[src/rtl/crack_pkg.sv]
// Shared definitions for the key-search engine: FSM states, default printable
// range and the ciphertext address that holds the message length byte.
package crack_pkg;

  typedef enum logic [3:0] {
    IDLE,
    ARM,
    RUN,
    RD_LEN,
    GET_LEN,
    RD_PT,
    CHK,
    STEP,
    DONE
  } state_t;

  localparam logic [7:0] PRINT_LO_DEF = 8'h20;
  localparam logic [7:0] PRINT_HI_DEF = 8'h7E;
  localparam logic [7:0] LEN_ADDR     = 8'h00;

endpackage

[src/rtl/crack_chk.sv]
// Per-byte verdict for one plaintext byte: inside the printable window, and
// whether the current index is the last byte of the message.
module crack_chk #(
  parameter logic [7:0] PRINT_LO = 8'h20,
  parameter logic [7:0] PRINT_HI = 8'h7E
) (
  input  logic [7:0] i_byte,
  input  logic [7:0] i_idx,
  input  logic [7:0] i_len,
  output logic       o_printable,
  output logic       o_last
);

  assign o_printable = (i_byte >= PRINT_LO) && (i_byte <= PRINT_HI);
  assign o_last      = (i_idx == i_len);

endmodule

[src/rtl/crack_n.sv]
// Brute-force key search: steps through keys, lets an external arc4 core decrypt,
// and accepts the first key whose plaintext is entirely printable.
module crack_n
  import crack_pkg::*;
#(
  parameter int         KEY_W      = 24,
  parameter int         KEY_STRIDE = 1,
  parameter logic [7:0] PRINT_LO   = PRINT_LO_DEF,
  parameter logic [7:0] PRINT_HI   = PRINT_HI_DEF
) (
  input  logic             clk,
  input  logic             rst,
  input  logic             en,
  input  logic [KEY_W-1:0] key_start,
  input  logic             abort,
  output logic             rdy,
  output logic [KEY_W-1:0] key,
  output logic             key_valid,
  output logic [KEY_W-1:0] tried,
  output logic             arc4_en,
  input  logic             arc4_rdy,
  output logic [7:0]       ct_addr,
  input  logic [7:0]       ct_rddata,
  output logic [7:0]       pt_addr,
  input  logic [7:0]       pt_rddata
);

  state_t       r_state;
  logic         r_runFirst;
  logic [7:0]   r_len;
  logic [7:0]   r_idx;
  logic         w_printable;
  logic         w_last;
  logic [KEY_W:0] w_keyNext;

  crack_chk #(
    .PRINT_LO (PRINT_LO),
    .PRINT_HI (PRINT_HI)
  ) u_chk (
    .i_byte      (pt_rddata),
    .i_idx       (r_idx),
    .i_len       (r_len),
    .o_printable (w_printable),
    .o_last      (w_last)
  );

  // Extra top bit catches wrap-around, which means the key space is exhausted.
  assign w_keyNext = {1'b0, key} + (KEY_W+1)'(KEY_STRIDE);

  // The start pulse is suppressed when abort or reset would leave ARM this cycle.
  assign arc4_en = (r_state == ARM) && arc4_rdy && !abort && !rst;
  assign ct_addr = LEN_ADDR;
  assign pt_addr = (r_state == RD_PT) ? r_idx : 8'h00;

  always_ff @(posedge clk) begin
    if (rst) begin
      r_state    <= IDLE;
      r_runFirst <= 1'b0;
      r_len      <= 8'h00;
      r_idx      <= 8'h00;
      rdy        <= 1'b1;
      key        <= '0;
      key_valid  <= 1'b0;
      tried      <= '0;
    end else if (abort && (r_state != IDLE) && (r_state != DONE)) begin
      r_state   <= DONE;
      key_valid <= 1'b0;
    end else begin
      case (r_state)
        IDLE: begin
          if (en) begin
            key       <= key_start;
            tried     <= '0;
            key_valid <= 1'b0;
            rdy       <= 1'b0;
            r_state   <= ARM;
          end
        end
        ARM: begin
          if (arc4_rdy) begin
            r_runFirst <= 1'b1;
            r_state    <= RUN;
          end
        end
        // The core's ready may still read high right after the start pulse.
        RUN: begin
          r_runFirst <= 1'b0;
          if (!r_runFirst && arc4_rdy) begin
            r_state <= RD_LEN;
          end
        end
        RD_LEN: begin
          r_state <= GET_LEN;
        end
        GET_LEN: begin
          r_len <= ct_rddata;
          r_idx <= 8'h01;
          if (ct_rddata == 8'h00) begin
            key_valid <= 1'b1;
            r_state   <= DONE;
          end else begin
            r_state <= RD_PT;
          end
        end
        RD_PT: begin
          r_state <= CHK;
        end
        CHK: begin
          if (!w_printable) begin
            r_state <= STEP;
          end else if (w_last) begin
            key_valid <= 1'b1;
            r_state   <= DONE;
          end else begin
            r_idx   <= r_idx + 8'h01;
            r_state <= RD_PT;
          end
        end
        STEP: begin
          tried <= tried + KEY_W'(1);
          if (w_keyNext[KEY_W]) begin
            r_state <= DONE;
          end else begin
            key     <= w_keyNext[KEY_W-1:0];
            r_state <= ARM;
          end
        end
        DONE: begin
          rdy     <= 1'b1;
          r_state <= IDLE;
        end
        default: begin
          r_state <= IDLE;
        end
      endcase
    end
  end

endmodule

[config.mk]
export PLATFORM = sky130hd
export DESIGN_NAME = crack_n
export DESIGN_NICKNAME = d
export VERILOG_FILES = /design/src/rtl/crack_pkg.sv /design/src/rtl/crack_chk.sv /design/src/rtl/crack_n.sv
export SDC_FILE = /design/constraint.sdc
export NUM_CORES = 1
export LEC_CHECK = 0
export ABC_AREA = 1
export BUFFER_PORTS_ARGS = -buffer_cell sky130_fd_sc_hd__buf_2
export CORE_MARGIN = 3
export CORE_UTILIZATION = 25
export DETAILED_ROUTE_END_ITERATION = 7
export PLACE_DENSITY_LB_ADDON = 0.08
export SLEW_MARGIN = 20
export SYNTH_ARGS = -nofsm -noshare
export SYNTH_HDL_FRONTEND = slang
export SYNTH_SLANG_ARGS = --single-unit
export TNS_END_PERCENT = 5
[constraint.sdc]
create_clock -name clk -period 2.6 [get_ports clk]
set_clock_uncertainty 0.1 [all_clocks]
set_input_delay 0.26 -clock clk [delete_from_list [all_inputs] [get_ports clk]]
set_output_delay 0.26 -clock clk [all_outputs]
set_load 0.03 [all_outputs]
* Word-level counts from Yosys, hierarchy flattened
Index checks and enable logic that the tools add are counted.
** Storage, ports and cells
- Output and inout bits :: 67
- Register bits :: 71
- Word-level logic and storage cells :: 90
- Bits of input ports :: 45
** Cells by class
- Mux-type cells :: 26
- Add/sub/neg operators :: 3
- $lt $le $gt $ge :: 2
- Eq/ne operators :: 21
- Reductions and logical operators :: 28
- Bitwise logic cells :: 1
** Operator list (count)
- 24-bit one-hot mux with 2 select lines :: 2
- 24-bit two-way mux :: 3
- 4-bit two-way mux :: 8
- 4-bit one-hot mux with 8 select lines :: 1
- 24-bit by 1-bit adder with 25-bit output (second input constant) :: 1
- 24-bit by 1-bit adder with 24-bit output (second input constant) :: 1
- 8-bit two-way mux :: 3
- 4-bit by 3-bit equality test with 1-bit output (second input constant) :: 4
- 8-bit one-hot mux with 2 select lines :: 1
- 3-bit AND reduction :: 5
- 2-bit != test (second input constant) :: 7
- 8-bit by 1-bit adder with 8-bit output (second input constant) :: 1
- 4-bit by 2-bit equality test with 1-bit output (second input constant) :: 2
- 8-bit equality test :: 1
- 8-bit by 6-bit >= comparator with 1-bit output (second input constant) :: 1
- 8-bit by 7-bit less-or-equal comparator with 1-bit output (second input constant) :: 1
- 8-bit zero test :: 1
- 4-bit AND reduction :: 2
- 2-bit nonzero test :: 4
- 1-bit logical AND :: 7
- 3-bit != test (second input constant) :: 2
- 1-bit two-way mux :: 5
- 5-bit AND reduction :: 1
- 4-bit by 1-bit equality test with 1-bit output (second input constant) :: 1
- other kinds (13) :: 16

* Depth between registers and ports, before layout
- Depth in word-level cells :: 5
- Gate-level depth with buffers :: 13
- Depth with buffers taken out :: 12

* Cells and area by module
A second synthesis with hierarchy kept.
** Unflattened totals
- Cell total of the unflattened synthesis :: 843
- Area total of the unflattened synthesis :: 4780.8 um^2
** Modules (own cells, without submodules)
- crack_n :: sequential area each 1421.4 um^2, area each 4589.4 um^2, times used 1, cells each 794
- crack_chk :: sequential area each 0.0 um^2, area each 191.4 um^2, times used 1, cells each 49

* Worst setup path after synthesis
OpenSTA, ideal clock, no wires.
- Kind :: register to output
- From :: register r_state[3]
- To :: output port arc4_en
- Data arrival time :: 1625 ps
- Path buffers :: 0
- Path slack :: 615 ps
- Data required time :: 2240 ps
- Cell stages (with the launch flop) :: 8
- Cells stage by stage :: dfxtp_1 -> nor2_4 -> nand2_1 -> nor2_1 -> inv_1 -> nand2_1 -> nand3_1 -> nor3_1
** On the way
- Word-level cells in the longest chain between the ends :: 4
** RTL lines
- start, declared :: line crack_n.sv:28 : state_t r_state;
- start signal, assigned :: line crack_n.sv:57 : r_state <= IDLE;
- start signal, assigned :: line crack_n.sv:66 : r_state <= DONE;
- start signal, assigned :: line crack_n.sv:76 : r_state <= ARM;
- 4-bit by 1-bit equality test with 1-bit output :: line crack_n.sv:51 : assign arc4_en = (r_state == ARM) && arc4_rdy && !abort && !rst;
- 1-bit logical AND (3 in series) :: line crack_n.sv:51
- end, declared :: line crack_n.sv:20 : output logic arc4_en,
No other way between the ends.

* Worst setup path in the final report
Ends and elaborated chain as after synthesis.

==> tab_implementation.tex <==
\begin{tabular}{lr}
\hline
Metric & Value \\
\hline
\multicolumn{2}{l}{\textbf{Layout}} \\
Synth-to-Final Area Change & 22.4\% \\
Area used by multi-input combinational logic & 0.00284 mm² \\
Final design instance area without fill & 0.00576 mm² \\
Final Non-Filler Cells & 1123 \\
FILL cells & 2075 \\
Fraction of layout cells with a size suffix above 1 & 16.9\% \\
Final nets & 937 \\
Flip-flop and latch area & 0.00142 mm² \\
Total inserted antenna cells & 0 \\
\multicolumn{2}{l}{\textbf{Global route}} \\
Total track usage & 15.4\% \\
Total gr overflow & 0 \\
Global-route wire length before repair & 25.0 mm \\
Antenna violations before repair & 0 \\
Vias in the first global route & 4757 \\
Maximum number of pins on one net before global-route repair & 34 \\
\multicolumn{2}{l}{\textbf{Drt}} \\
Initial detailed-routing violation count & 237 \\
Drt pass-1 iters & 4 \\
Number of nets still failing antenna checks after routing & 0 \\
Vias per std cell & 4.42 \\
Vias & 4969 \\
DRC violation count after routing & 0 \\
Routed len/inst & 13.6 µm \\
WL final & 15.3 mm \\
\multicolumn{2}{l}{\textbf{Flow run}} \\
Max\_cap viols & 0 \\
\multicolumn{2}{l}{\textbf{Pwr}} \\
Proportion of total power due to net switching & 46.0\% \\
Clock network power share & 26.4\% \\
Sequential power share & 30.6\% \\
Cell internal pwr & 2.83 mW \\
Net switching power & 2.41 mW \\
Max IR drop VDD & 469 µV \\
Leak & 2.55 nW \\
Power per standard cell area & 909 mW/mm² \\
Part of the power in combinational logic & 43.0\% \\
\multicolumn{2}{l}{\textbf{Placement}} \\
Gp weighted congestion & 0.771 \\
Cell total after placement & 1107 \\
IO Port Bufs & 103 \\
DP HPWL & 11.6 mm \\
Placed cell areas & 0.00544 mm² \\
\multicolumn{2}{l}{\textbf{Setup path}} \\
Required time of the critical path & 2.24 ns \\
Number of cells traversed by the worst register-to-register path & 11 \\
CP startpoint kind & flop \\
Element type at the critical path end & primary output \\
Critical path arrival & 1.99 ns \\
Largest fanout on the critical path & 6 \\
Worst Path Class, Setup & flop to primary output \\
\multicolumn{2}{l}{\textbf{STA}} \\
Final number of hold-violating endpoints & 0 \\
Pin slew with the least headroom to its limit & 0.864 ns \\
Slew Viols, Final & 0 \\
Count of endpoints failing setup in the final report & 0 \\
Peak Freq & 425 MHz \\
Portion of the clock cycle consumed by the worst path in the final layout & 90.4\% \\
Shortest period the worst path allows & 2.35 ns \\
Normalized max-slew margin & 42.4\% \\
Unrepaired setup endpoints after global routing & false \\
Final TNS setup & 0 ns \\
\multicolumn{2}{l}{\textbf{Die}} \\
Die span in y & 143 µm \\
Width of the die & 143 µm \\
Total die area & 0.0205 mm² \\
Number of placement rows & 49 \\
Core footprint & 0.0182 mm² \\
Number of primary I/O pins & 112 \\
Initial standard-cell utilization of the core & 25.9\% \\
\multicolumn{2}{l}{\textbf{CTS}} \\
Root buffer cell & sky130\_fd\_sc\_hd\_\_clkbuf\_16 \\
Resize count post-CTS & 0 \\
CTS tree & done \\
Clk\_lat worst skew & 0.34 ns \\
Clock tree sinks & 71 \\
\# Post-CTS Setup Buffers & 0 \\
CTS buffer count & 9 \\
Maximum level of the CTS H-tree & 3 \\
Post-CTS Hold Buffers & 0 \\
Maximum clock insertion buffer count & 2 \\
Clock transition time at the flip-flop clock pins of the worst setup and hold paths & 0.05 ns \\
\multicolumn{2}{l}{\textbf{Status}} \\
Result of the run & finished, final reports clean \\
\multicolumn{2}{l}{\textbf{Hold path}} \\
Number of cells traversed by the worst hold path & 3 \\
Worst min path class & input pin to flop \\
\multicolumn{2}{l}{\textbf{Synthesis}} \\
Synth Register Bits & 71 \\
Register area share after synthesis & 30.2\% \\
Cell variety after synth & 41 \\
Cell types with the largest area share after synthesis & sky130\_fd\_sc\_hd\_\_dfxtp\_1 30\%, sky130\_fd\_sc\_hd\_\_nand2\_1 20\%, sky130\_fd\_sc\_hd\_\_nor2\_1 11\% \\
Synthesized netlist cell count & 786 \\
Number of warnings reported in the yosys synthesis log & 0 \\
Share of the synthesized area in the top cell type & 30.2\% \\
Mapped cell area & 0.00471 mm² \\
Mean instance size in the synthesized netlist & 5.99 µm² \\
Biggest area consumer among synthesized cells & sky130\_fd\_sc\_hd\_\_dfxtp\_1 \\
\hline
\end{tabular}
==> cell usage in the layout, fill, tap and decap left out, types with 6 or more instances in the layout <==
cell type                   synthesis  layout
sky130_fd_sc_hd__nand2_1          248     248
sky130_fd_sc_hd__nor2_1           133     133
sky130_fd_sc_hd__buf_2              7     103
sky130_fd_sc_hd__inv_1             75      75
sky130_fd_sc_hd__dfxtp_1           71      71
sky130_fd_sc_hd__nand3_1           60      60
sky130_fd_sc_hd__a21oi_1           53      53
sky130_fd_sc_hd__nand4_1           22      22
sky130_fd_sc_hd__o21ai_0           20      20
sky130_fd_sc_hd__nor3_1            10      10
sky130_fd_sc_hd__clkbuf_16          0       9
sky130_fd_sc_hd__buf_4              9       9
sky130_fd_sc_hd__xor2_1             8       8
sky130_fd_sc_hd__conb_1             1       8
sky130_fd_sc_hd__nor2_4             6       6
==> cell families after synthesis <==
family                     share of synthesized area, %
AOI/OAI and AO/OA                                  11.5
xor gates and xnor gates                           2.42
adders and majority gates                         0.797
buffers and inverters                              9.97
DFF                                                30.2
muxes                                             0.213
other                                            0.0796
and+or+nand+nor                                    44.8
==> cell usage after synthesis, drive strengths merged <==
| cell | n |
|---|---|
| a21boi | 1 |
| a31o | 1 |
| nand3 | 60 |
| a22oi | 1 |
| xor2 | 8 |
| dfxtp | 71 |
| nor4 | 1 |
| clkbuf | 7 |
| ha | 3 |
| o21a | 3 |
| conb | 1 |
| nand2 | 257 |
| nor3 | 10 |
| o21ai | 25 |
| clkinv | 1 |
| buf | 20 |
| xnor2 | 5 |
| nand3b | 1 |
| nor3b | 1 |
| a211oi | 1 |
| nand4 | 22 |
| a21o | 3 |
| and2 | 1 |
| nor2 | 141 |
| inv | 78 |
| o31ai | 2 |
| a21oi | 55 |
| o21bai | 5 |
| mux2i | 1 |
==> registers in the layout (all words and copies together), names as in the netlist <==
signal	count
key	24
tried	24
r_idx	8
r_len	8
r_state	4
key_valid	1
r_runFirst	1
rdy	1
==> cell type report <==
| type | instances | share of cell area, % |
|---|---|---|
| flip-flops and latches | 71 | 24.7 |
| well taps | 229 | 4.97 |
| multi-input cells | 616 | 49.3 |
| inverters | 79 | 5.25 |
| clock buffers | 13 | 4.52 |
| clock inverters | 3 | 1.13 |
| repair buffers | 112 | 10.1 |
==> path summary, 6_finish.rpt <==
check,start,end,slack [ns]
hold reg to reg,r_len[4],r_len[4],0.37
setup / recovery,r_state[3],arc4_en,0.25
hold / removal,ct_rddata[6],r_len[6],0.11
setup reg to reg,key[0],key[8],0.35
==> per-stage QoR <==
step / worst slack (ns) / power (mW) / util [%] / hold WS (ns)
after detailed placement: 0.324 / 3.90 / 29.9 / 0.366
after floorplan: 0.615 / 3.29 / - / 0.325
after global placement: 0.380 / 3.92 / 29.9 / 0.356
after global routing: 0.0165 / 5.63 / 31.6 / 0.123
after CTS: 0.197 / 5.32 / 31.6 / 0.0954
final: 0.249 / 5.24 / 31.6 / 0.115
==> critical path, stage by stage, from the launching register on <==
cell	delay, ns
sky130_fd_sc_hd__dfxtp_1	0.38
sky130_fd_sc_hd__nor2_4	0.19
sky130_fd_sc_hd__nand2_1	0.10
sky130_fd_sc_hd__nor2_1	0.20
sky130_fd_sc_hd__inv_1	0.06
sky130_fd_sc_hd__nand2_1	0.08
sky130_fd_sc_hd__nand3_1	0.12
sky130_fd_sc_hd__nor3_1	0.26
sky130_fd_sc_hd__buf_2	0.26
==> power by group through the flow <==
stage	sequential (mW)	clock, mW	combinational (mW)
6_report	1.60	1.38	2.25
5_1_grt	1.64	1.47	2.51
4_1_cts	1.60	1.43	2.29
3_5_place_dp	1.62	0	2.28
3_3_place_gp	1.63	0	2.29
2_1_floorplan	1.91	0	1.38
==> metal layers <==
layer  global-route usage, %  share of wire (%)  routed length, µm
met3                    2.61                4.1                626
met5                       0                  0                  0
met2                    24.1                 43               6530
met4                    4.96                1.4                219
met1                    21.7                 52               7910
Note: power is estimated with default switching activity, not from simulation.
